File: src/rtl/spi_apb_pkg.sv
// Shared APB definitions for the SPI register bus: requester state encoding,
// default bus widths and the register map decoded by the SPI APB slave.
package spi_apb_pkg;

  typedef enum logic [1:0] {
    IDLE   = 2'd0,
    SETUP  = 2'd1,
    ACCESS = 2'd2
  } apb_state_e;

  localparam int unsigned APB_ADDR_W = 3;
  localparam int unsigned APB_DATA_W = 8;

  localparam logic [2:0] ADDR_CR1 = 3'b000;
  localparam logic [2:0] ADDR_CR2 = 3'b001;
  localparam logic [2:0] ADDR_BR  = 3'b010;
  localparam logic [2:0] ADDR_SR  = 3'b011;
  localparam logic [2:0] ADDR_DR  = 3'b101;

endpackage

File: src/rtl/apb_master_bridge_if.sv
// Host command/response port and APB3 bus of the bridge, bundled in one interface.
// master = bridge side, slave = host and APB completer side.
interface apb_master_bridge_if #(
  parameter int unsigned ADDR_W = 3,
  parameter int unsigned DATA_W = 8
);
  logic              cmd_valid;
  logic              cmd_ready;
  logic              cmd_write;
  logic [ADDR_W-1:0] cmd_addr;
  logic [DATA_W-1:0] cmd_wdata;
  logic              rsp_valid;
  logic [DATA_W-1:0] rsp_rdata;
  logic              rsp_err;
  logic              rsp_timeout;
  logic              psel;
  logic              penable;
  logic              pwrite;
  logic [ADDR_W-1:0] paddr;
  logic [DATA_W-1:0] pwdata;
  logic [DATA_W-1:0] prdata;
  logic              pready;
  logic              pslverr;

  modport master (
    input  cmd_valid, cmd_write, cmd_addr, cmd_wdata, prdata, pready, pslverr,
    output cmd_ready, rsp_valid, rsp_rdata, rsp_err, rsp_timeout,
           psel, penable, pwrite, paddr, pwdata
  );

  modport slave (
    output cmd_valid, cmd_write, cmd_addr, cmd_wdata, prdata, pready, pslverr,
    input  cmd_ready, rsp_valid, rsp_rdata, rsp_err, rsp_timeout,
           psel, penable, pwrite, paddr, pwdata
  );
endinterface

File: src/rtl/apb_master_bridge.sv
// APB3 requester: turns host commands into SETUP/ACCESS transfers, honours
// pready wait states with an optional timeout, and returns a one-cycle response.
module apb_master_bridge
  import spi_apb_pkg::*;
#(
  parameter int unsigned ADDR_W  = APB_ADDR_W,
  parameter int unsigned DATA_W  = APB_DATA_W,
  parameter int unsigned TIMEOUT = 16
) (
  input  logic                 pclk,
  input  logic                 preset_n,
  apb_master_bridge_if.master  bus
);

  localparam int unsigned CW = (TIMEOUT > 0) ? $clog2(TIMEOUT + 1) : 1;

  apb_state_e    state, state_next;
  logic [CW-1:0] wait_cnt;
  logic          accept, done, abort, timeout_hit;

  // Gated by reset so the host never sees a ready while the bridge is held in reset.
  assign bus.cmd_ready = preset_n && ((state == IDLE) || (state == ACCESS && bus.pready));
  assign accept        = bus.cmd_valid && bus.cmd_ready;
  assign timeout_hit   = (TIMEOUT != 0) && (wait_cnt == CW'(TIMEOUT));
  assign done          = (state == ACCESS) && bus.pready;
  assign abort         = (state == ACCESS) && !bus.pready && timeout_hit;

  always_comb begin
    state_next = state;
    unique case (state)
      IDLE:    if (accept) state_next = SETUP;
      SETUP:   state_next = ACCESS;
      ACCESS: begin
        if (done)       state_next = accept ? SETUP : IDLE;
        else if (abort) state_next = IDLE;
      end
      default: state_next = IDLE;
    endcase
  end

  always_ff @(posedge pclk or negedge preset_n) begin
    if (!preset_n) state <= IDLE;
    else           state <= state_next;
  end

  always_ff @(posedge pclk or negedge preset_n) begin
    if (!preset_n) begin
      bus.psel        <= 1'b0;
      bus.penable     <= 1'b0;
      bus.pwrite      <= 1'b0;
      bus.paddr       <= '0;
      bus.pwdata      <= '0;
      bus.rsp_valid   <= 1'b0;
      bus.rsp_rdata   <= '0;
      bus.rsp_err     <= 1'b0;
      bus.rsp_timeout <= 1'b0;
      wait_cnt        <= '0;
    end else begin
      bus.psel      <= (state_next != IDLE);
      bus.penable   <= (state_next == ACCESS);
      bus.rsp_valid <= done || abort;

      if (accept) begin
        bus.paddr  <= bus.cmd_addr;
        bus.pwrite <= bus.cmd_write;
        bus.pwdata <= bus.cmd_wdata;
      end

      if (done) begin
        bus.rsp_err     <= bus.pslverr;
        bus.rsp_rdata   <= bus.pwrite ? '0 : bus.prdata;
        bus.rsp_timeout <= 1'b0;
      end else if (abort) begin
        bus.rsp_err     <= 1'b1;
        bus.rsp_rdata   <= '0;
        bus.rsp_timeout <= 1'b1;
      end

      // Counts ACCESS cycles with pready low; saturates rather than wrapping.
      if (state == ACCESS && !bus.pready && !abort) begin
        if (wait_cnt != '1) wait_cnt <= wait_cnt + 1'b1;
      end else begin
        wait_cnt <= '0;
      end
    end
  end

endmodule
File: src/flat_wrapper.sv
// flat-port wrapper written by rule: the top's interface ports become plain ports
module apb_master_bridge_flat import spi_apb_pkg::*;
#(
  parameter int unsigned ADDR_W  = APB_ADDR_W,
  parameter int unsigned DATA_W  = APB_DATA_W,
  parameter int unsigned TIMEOUT = 16
)
  (pclk, preset_n, bus_cmd_valid, bus_cmd_write, bus_cmd_addr, bus_cmd_wdata, bus_prdata, bus_pready, bus_pslverr, bus_cmd_ready, bus_rsp_valid, bus_rsp_rdata, bus_rsp_err, bus_rsp_timeout, bus_psel, bus_penable, bus_pwrite, bus_paddr, bus_pwdata);
  apb_master_bridge_if #(.ADDR_W(ADDR_W), .DATA_W(DATA_W)) bus_i ();
  input  logic pclk;
  input  logic preset_n;
  input wire logic [$bits(bus_i.cmd_valid)-1:0] bus_cmd_valid;
  input wire logic [$bits(bus_i.cmd_write)-1:0] bus_cmd_write;
  input wire logic [$bits(bus_i.cmd_addr)-1:0] bus_cmd_addr;
  input wire logic [$bits(bus_i.cmd_wdata)-1:0] bus_cmd_wdata;
  input wire logic [$bits(bus_i.prdata)-1:0] bus_prdata;
  input wire logic [$bits(bus_i.pready)-1:0] bus_pready;
  input wire logic [$bits(bus_i.pslverr)-1:0] bus_pslverr;
  output wire logic [$bits(bus_i.cmd_ready)-1:0] bus_cmd_ready;
  output wire logic [$bits(bus_i.rsp_valid)-1:0] bus_rsp_valid;
  output wire logic [$bits(bus_i.rsp_rdata)-1:0] bus_rsp_rdata;
  output wire logic [$bits(bus_i.rsp_err)-1:0] bus_rsp_err;
  output wire logic [$bits(bus_i.rsp_timeout)-1:0] bus_rsp_timeout;
  output wire logic [$bits(bus_i.psel)-1:0] bus_psel;
  output wire logic [$bits(bus_i.penable)-1:0] bus_penable;
  output wire logic [$bits(bus_i.pwrite)-1:0] bus_pwrite;
  output wire logic [$bits(bus_i.paddr)-1:0] bus_paddr;
  output wire logic [$bits(bus_i.pwdata)-1:0] bus_pwdata;
  assign bus_i.cmd_valid = bus_cmd_valid;
  assign bus_i.cmd_write = bus_cmd_write;
  assign bus_i.cmd_addr = bus_cmd_addr;
  assign bus_i.cmd_wdata = bus_cmd_wdata;
  assign bus_i.prdata = bus_prdata;
  assign bus_i.pready = bus_pready;
  assign bus_i.pslverr = bus_pslverr;
  assign bus_cmd_ready = bus_i.cmd_ready;
  assign bus_rsp_valid = bus_i.rsp_valid;
  assign bus_rsp_rdata = bus_i.rsp_rdata;
  assign bus_rsp_err = bus_i.rsp_err;
  assign bus_rsp_timeout = bus_i.rsp_timeout;
  assign bus_psel = bus_i.psel;
  assign bus_penable = bus_i.penable;
  assign bus_pwrite = bus_i.pwrite;
  assign bus_paddr = bus_i.paddr;
  assign bus_pwdata = bus_i.pwdata;
  apb_master_bridge #(.ADDR_W(ADDR_W), .DATA_W(DATA_W), .TIMEOUT(TIMEOUT)) u_core (.pclk(pclk), .preset_n(preset_n), .bus(bus_i));
endmodule
File: config.mk
export PLATFORM = sky130hd
export DESIGN_NAME = apb_master_bridge_flat
export DESIGN_NICKNAME = d
export VERILOG_FILES = /design/src/rtl/spi_apb_pkg.sv /design/src/rtl/apb_master_bridge_if.sv /design/src/rtl/apb_master_bridge.sv /design/src/flat_wrapper.sv
export SDC_FILE = /design/constraint.sdc
export NUM_CORES = 1
export LEC_CHECK = 0
export ABC_AREA = 1
export BUFFER_PORTS_ARGS = -buffer_cell sky130_fd_sc_hd__buf_4
export CAP_MARGIN = 20
export CORE_ASPECT_RATIO = 1.2
export CORE_MARGIN = 2
export CORE_UTILIZATION = 51
export DETAILED_ROUTE_END_ITERATION = 16
export PLACE_DENSITY = 0.82
export SLEW_MARGIN = 20
export SYNTH_ARGS = -nofsm -noshare
export SYNTH_HDL_FRONTEND = slang
export SYNTH_SLANG_ARGS = --single-unit
File: constraint.sdc
create_clock -name pclk -period 2.2 [get_ports pclk]
set_input_delay 0.22 -clock pclk [delete_from_list [all_inputs] [get_ports pclk]]
set_output_delay 0.22 -clock pclk [all_outputs]
set_load 0.005 [all_outputs]
==> results_dict.tcl <==
set metrics [dict create \
    outcome "finished, final reports clean" \
    critPathMaxStageDelay_ps 530 \
    grt_use_total_pct 22.2 \
    p_leak_nw 1.04 \
    p_total_w 0.00163 \
    ir_drop_v 0.000647 \
    synth.avg_cell_area_sq_um 9.13 \
    antennaDiodeCount 0 \
    ys_async_sr_fraction_pct 100 \
    grt_pass1_vias 1148 \
    vias 1154 \
    fin_hold_ws_ps 82.8 \
    critical_path.cell_chain "dlygate4sd3_1 -> buf_4 -> and3_1 -> buf_4" \
    synthCells 150 \
    cpMostUsedCell "buf_4" \
    dieArea_sq_mm 0.00312 \
    drtIter0Drc 17 \
    final_nets 232 \
    dp_worst_setup_slack_ps 654 \
    period_share_pct 76.6 \
    final.setup.tns_ps 0 \
    netlist-cell-type-count 22 \
    drt-vias-per-instance 4.85 \
    ys_seq_area_share_pct 58.4 \
    layout-drive-gt1-share_pct 33.7 \
    setup_violations 0 \
    path_class "in -> out" \
    drc 0 \
    wl_per_cell_um 12.6 \
    grt_pass1_wl_mm 4.98 \
    fin_ws_ps 514 \
    syn_area_sq_mm 0.00137 \
    post-place-cells 229 \
    clock_latency_ps 320 \
    cp.required_ps 1980 \
    ys_seq_elements 32 \
    clk_pin_slew_worst_paths_ps 100 \
    synth_edf_count 0 \
    fin_skew_ps 6.09 \
    maxCapViolations 0 \
    wirelength_mm 2.99 \
    core_sq_mm 0.00255 \
    worstSetupStartpointType "input port" \
    htreeDepth 2 \
    final_cells 238 \
    die_x_um 51.3 \
    cts-resized-gates 0 \
    cts_setup_buffers 0 \
    p_per_area_mw_per_mm2 875 \
    rsz0062_at_grt "no" \
    drt.antenna.violating_nets 0 \
    rows 20 \
    cts_tree "done" \
    die_y_um 60.8 \
    grt_max_degree 35 \
    synth_fp_nets 178 \
    numPortBuffers 50 \
    grt_overflow_total 0 \
    cp_top_family "buffers and inverters" \
    slew_headroom_pct 71.2 \
    root_buffer "clkbuf_4" \
    hold_path_class "in -> reg" \
    worstPathMaxFanout 34 \
    ys_warn_count 0 \
    hold_violations 0 \
    synth_ff_type "dfrtp_1" \
    worst_pin_slew_ps 432 \
    antenna_found_initial 0 \
    reg2reg_slack_ps 620 \
    cts.sinks 32 \
    slew_violations 0 \
    gp_congestion 0.871 \
    arrival_ps 1470 \
    critPathBufInv 3 \
    cts_buffers 5 \
    fmax_mhz 593 \
    io_pins 51 \
    syn_to_final_growth_pct 35.7 \
    crit_path_end_kind "primary output" \
    drtPass1Iterations 4 \
    slowest_stage "dlygate4sd3_1" \
    fin_crit_ps 1690 \
    hpwl_mm 2.24 \
    clockBufferDepth 2 \
    initial_core_util_pct 53.7 \
]
-- what timing repair did --
item                                   4_1_cts  5_1_grt
endpoints found under the hold margin       32        0
hold buffers                                 1        0
setup endpoints to repair                    0        0
-- Yosys cell counts, types with 2 or more instances --
cell | instances | share of area [%]
a21oi_1 | 3 | 1.1
buf_2 | 2 | 0.73
buf_6 | 2 | 1.6
dfrtp_1 | 32 | 58
ha_1 | 3 | 2.7
inv_1 | 7 | 1.9
inv_2 | 3 | 0.82
nand2_1 | 70 | 19
nand3_1 | 11 | 4.0
nor2_1 | 5 | 1.4
-- worst min-delay path, cell delays in order --
cell and delay (ps):
buf_4 70, nand2_1 40, nand2_1 40
-- cells by family (layout without fill, tap and decap cells) --
kind of cell               Yosys count  in the layout  share of synthesized area, %
adders and majority gates            3              3                          2.74
xor gates and xnor gates             1              1                         0.639
DFF                                 32             32                          58.4
and+or+nand+nor                     94             94                          30.3
buffers and inverters               14             69                          5.11
AOI/OAI and AO/OA                    6              6                          2.74
-- cells in the final DEF (no fill, tap or decap), types with 2 or more instances in the layout --
master,Yosys,routed
nor2_1,5,5
clkbuf_8,0,2
buf_4,0,50
inv_2,3,3
nand2_1,70,70
nand3_1,11,11
inv_1,7,7
a21oi_1,3,3
dfrtp_1,32,32
clkbuf_4,0,5
ha_1,3,3
-- layer usage --
layer | wire, um | track usage (%)
met2 | 1630 | 39.7
met4 | 24 | 7.89
met5 | 0 | 0
met3 | 182 | 7.88
met1 | 1150 | 24.7
-- final cells by class --
cell class / instances / area [sq um]
repair buffers: 51 / 385
inverters: 10 / 37.5
clock buffers: 7 / 65.1
multi-input cells: 104 / 499
flip-flops and latches: 32 / 801
clock inverters: 1 / 30.0
well taps: 33 / 41.3
fillers: 194 / 693
-- sequential cells by signal, indices dropped and copies added, names as in the netlist --
signal / count
u_core.bus.pwdata: 8
u_core.bus.rsp_rdata: 8
u_core.wait_cnt: 5
u_core.bus.paddr: 3
u_core.state: 2
u_core.bus.penable: 1
u_core.bus.psel: 1
u_core.bus.pwrite: 1
u_core.bus.rsp_err: 1
u_core.bus.rsp_timeout: 1
u_core.bus.rsp_valid: 1
-- report_power, final --
group | leakage (nW) | internal (W) | switching, W
clock | 0.0515 | 0.000302 | 0.000199
combinational | 0.573 | 0.000209 | 0.000152
sequential | 0.412 | 0.000697 | 0.0000679
total | 1.04 | 0.00121 | 0.000419
-- worst paths after layout --
check	endpoint	start	depth (start not counted)
min in group asynchronous	u_core.bus.paddr[1]$_DFFE_PN0P_	preset_n	2
max	bus_cmd_ready	preset_n	4
max reg2reg	u_core.wait_cnt[2]$_DFFE_PN0P_	u_core.wait_cnt[0]$_DFFE_PN0P_	8
min reg2reg	u_core.bus.pwdata[7]$_DFFE_PN0P_	u_core.bus.pwdata[7]$_DFFE_PN0P_	2
min	u_core.bus.paddr[2]$_DFFE_PN0P_	bus_cmd_addr[2]	3
max in group asynchronous	u_core.wait_cnt[3]$_DFFE_PN0P_	preset_n	2
-- metrics by stage --
| step | area, sq um | utilization, % |
|---|---|---|
| 6_report | 1860 | 72.8 |
| 5_1_grt | 1860 | 72.8 |
| 4_1_cts | 1860 | 72.8 |
| 3_5_place_dp | 1750 | 68.7 |
| 3_3_place_gp | 1750 | 68.7 |
| 2_1_floorplan | 1370 | - |
(Power assumes the default switching activity.)
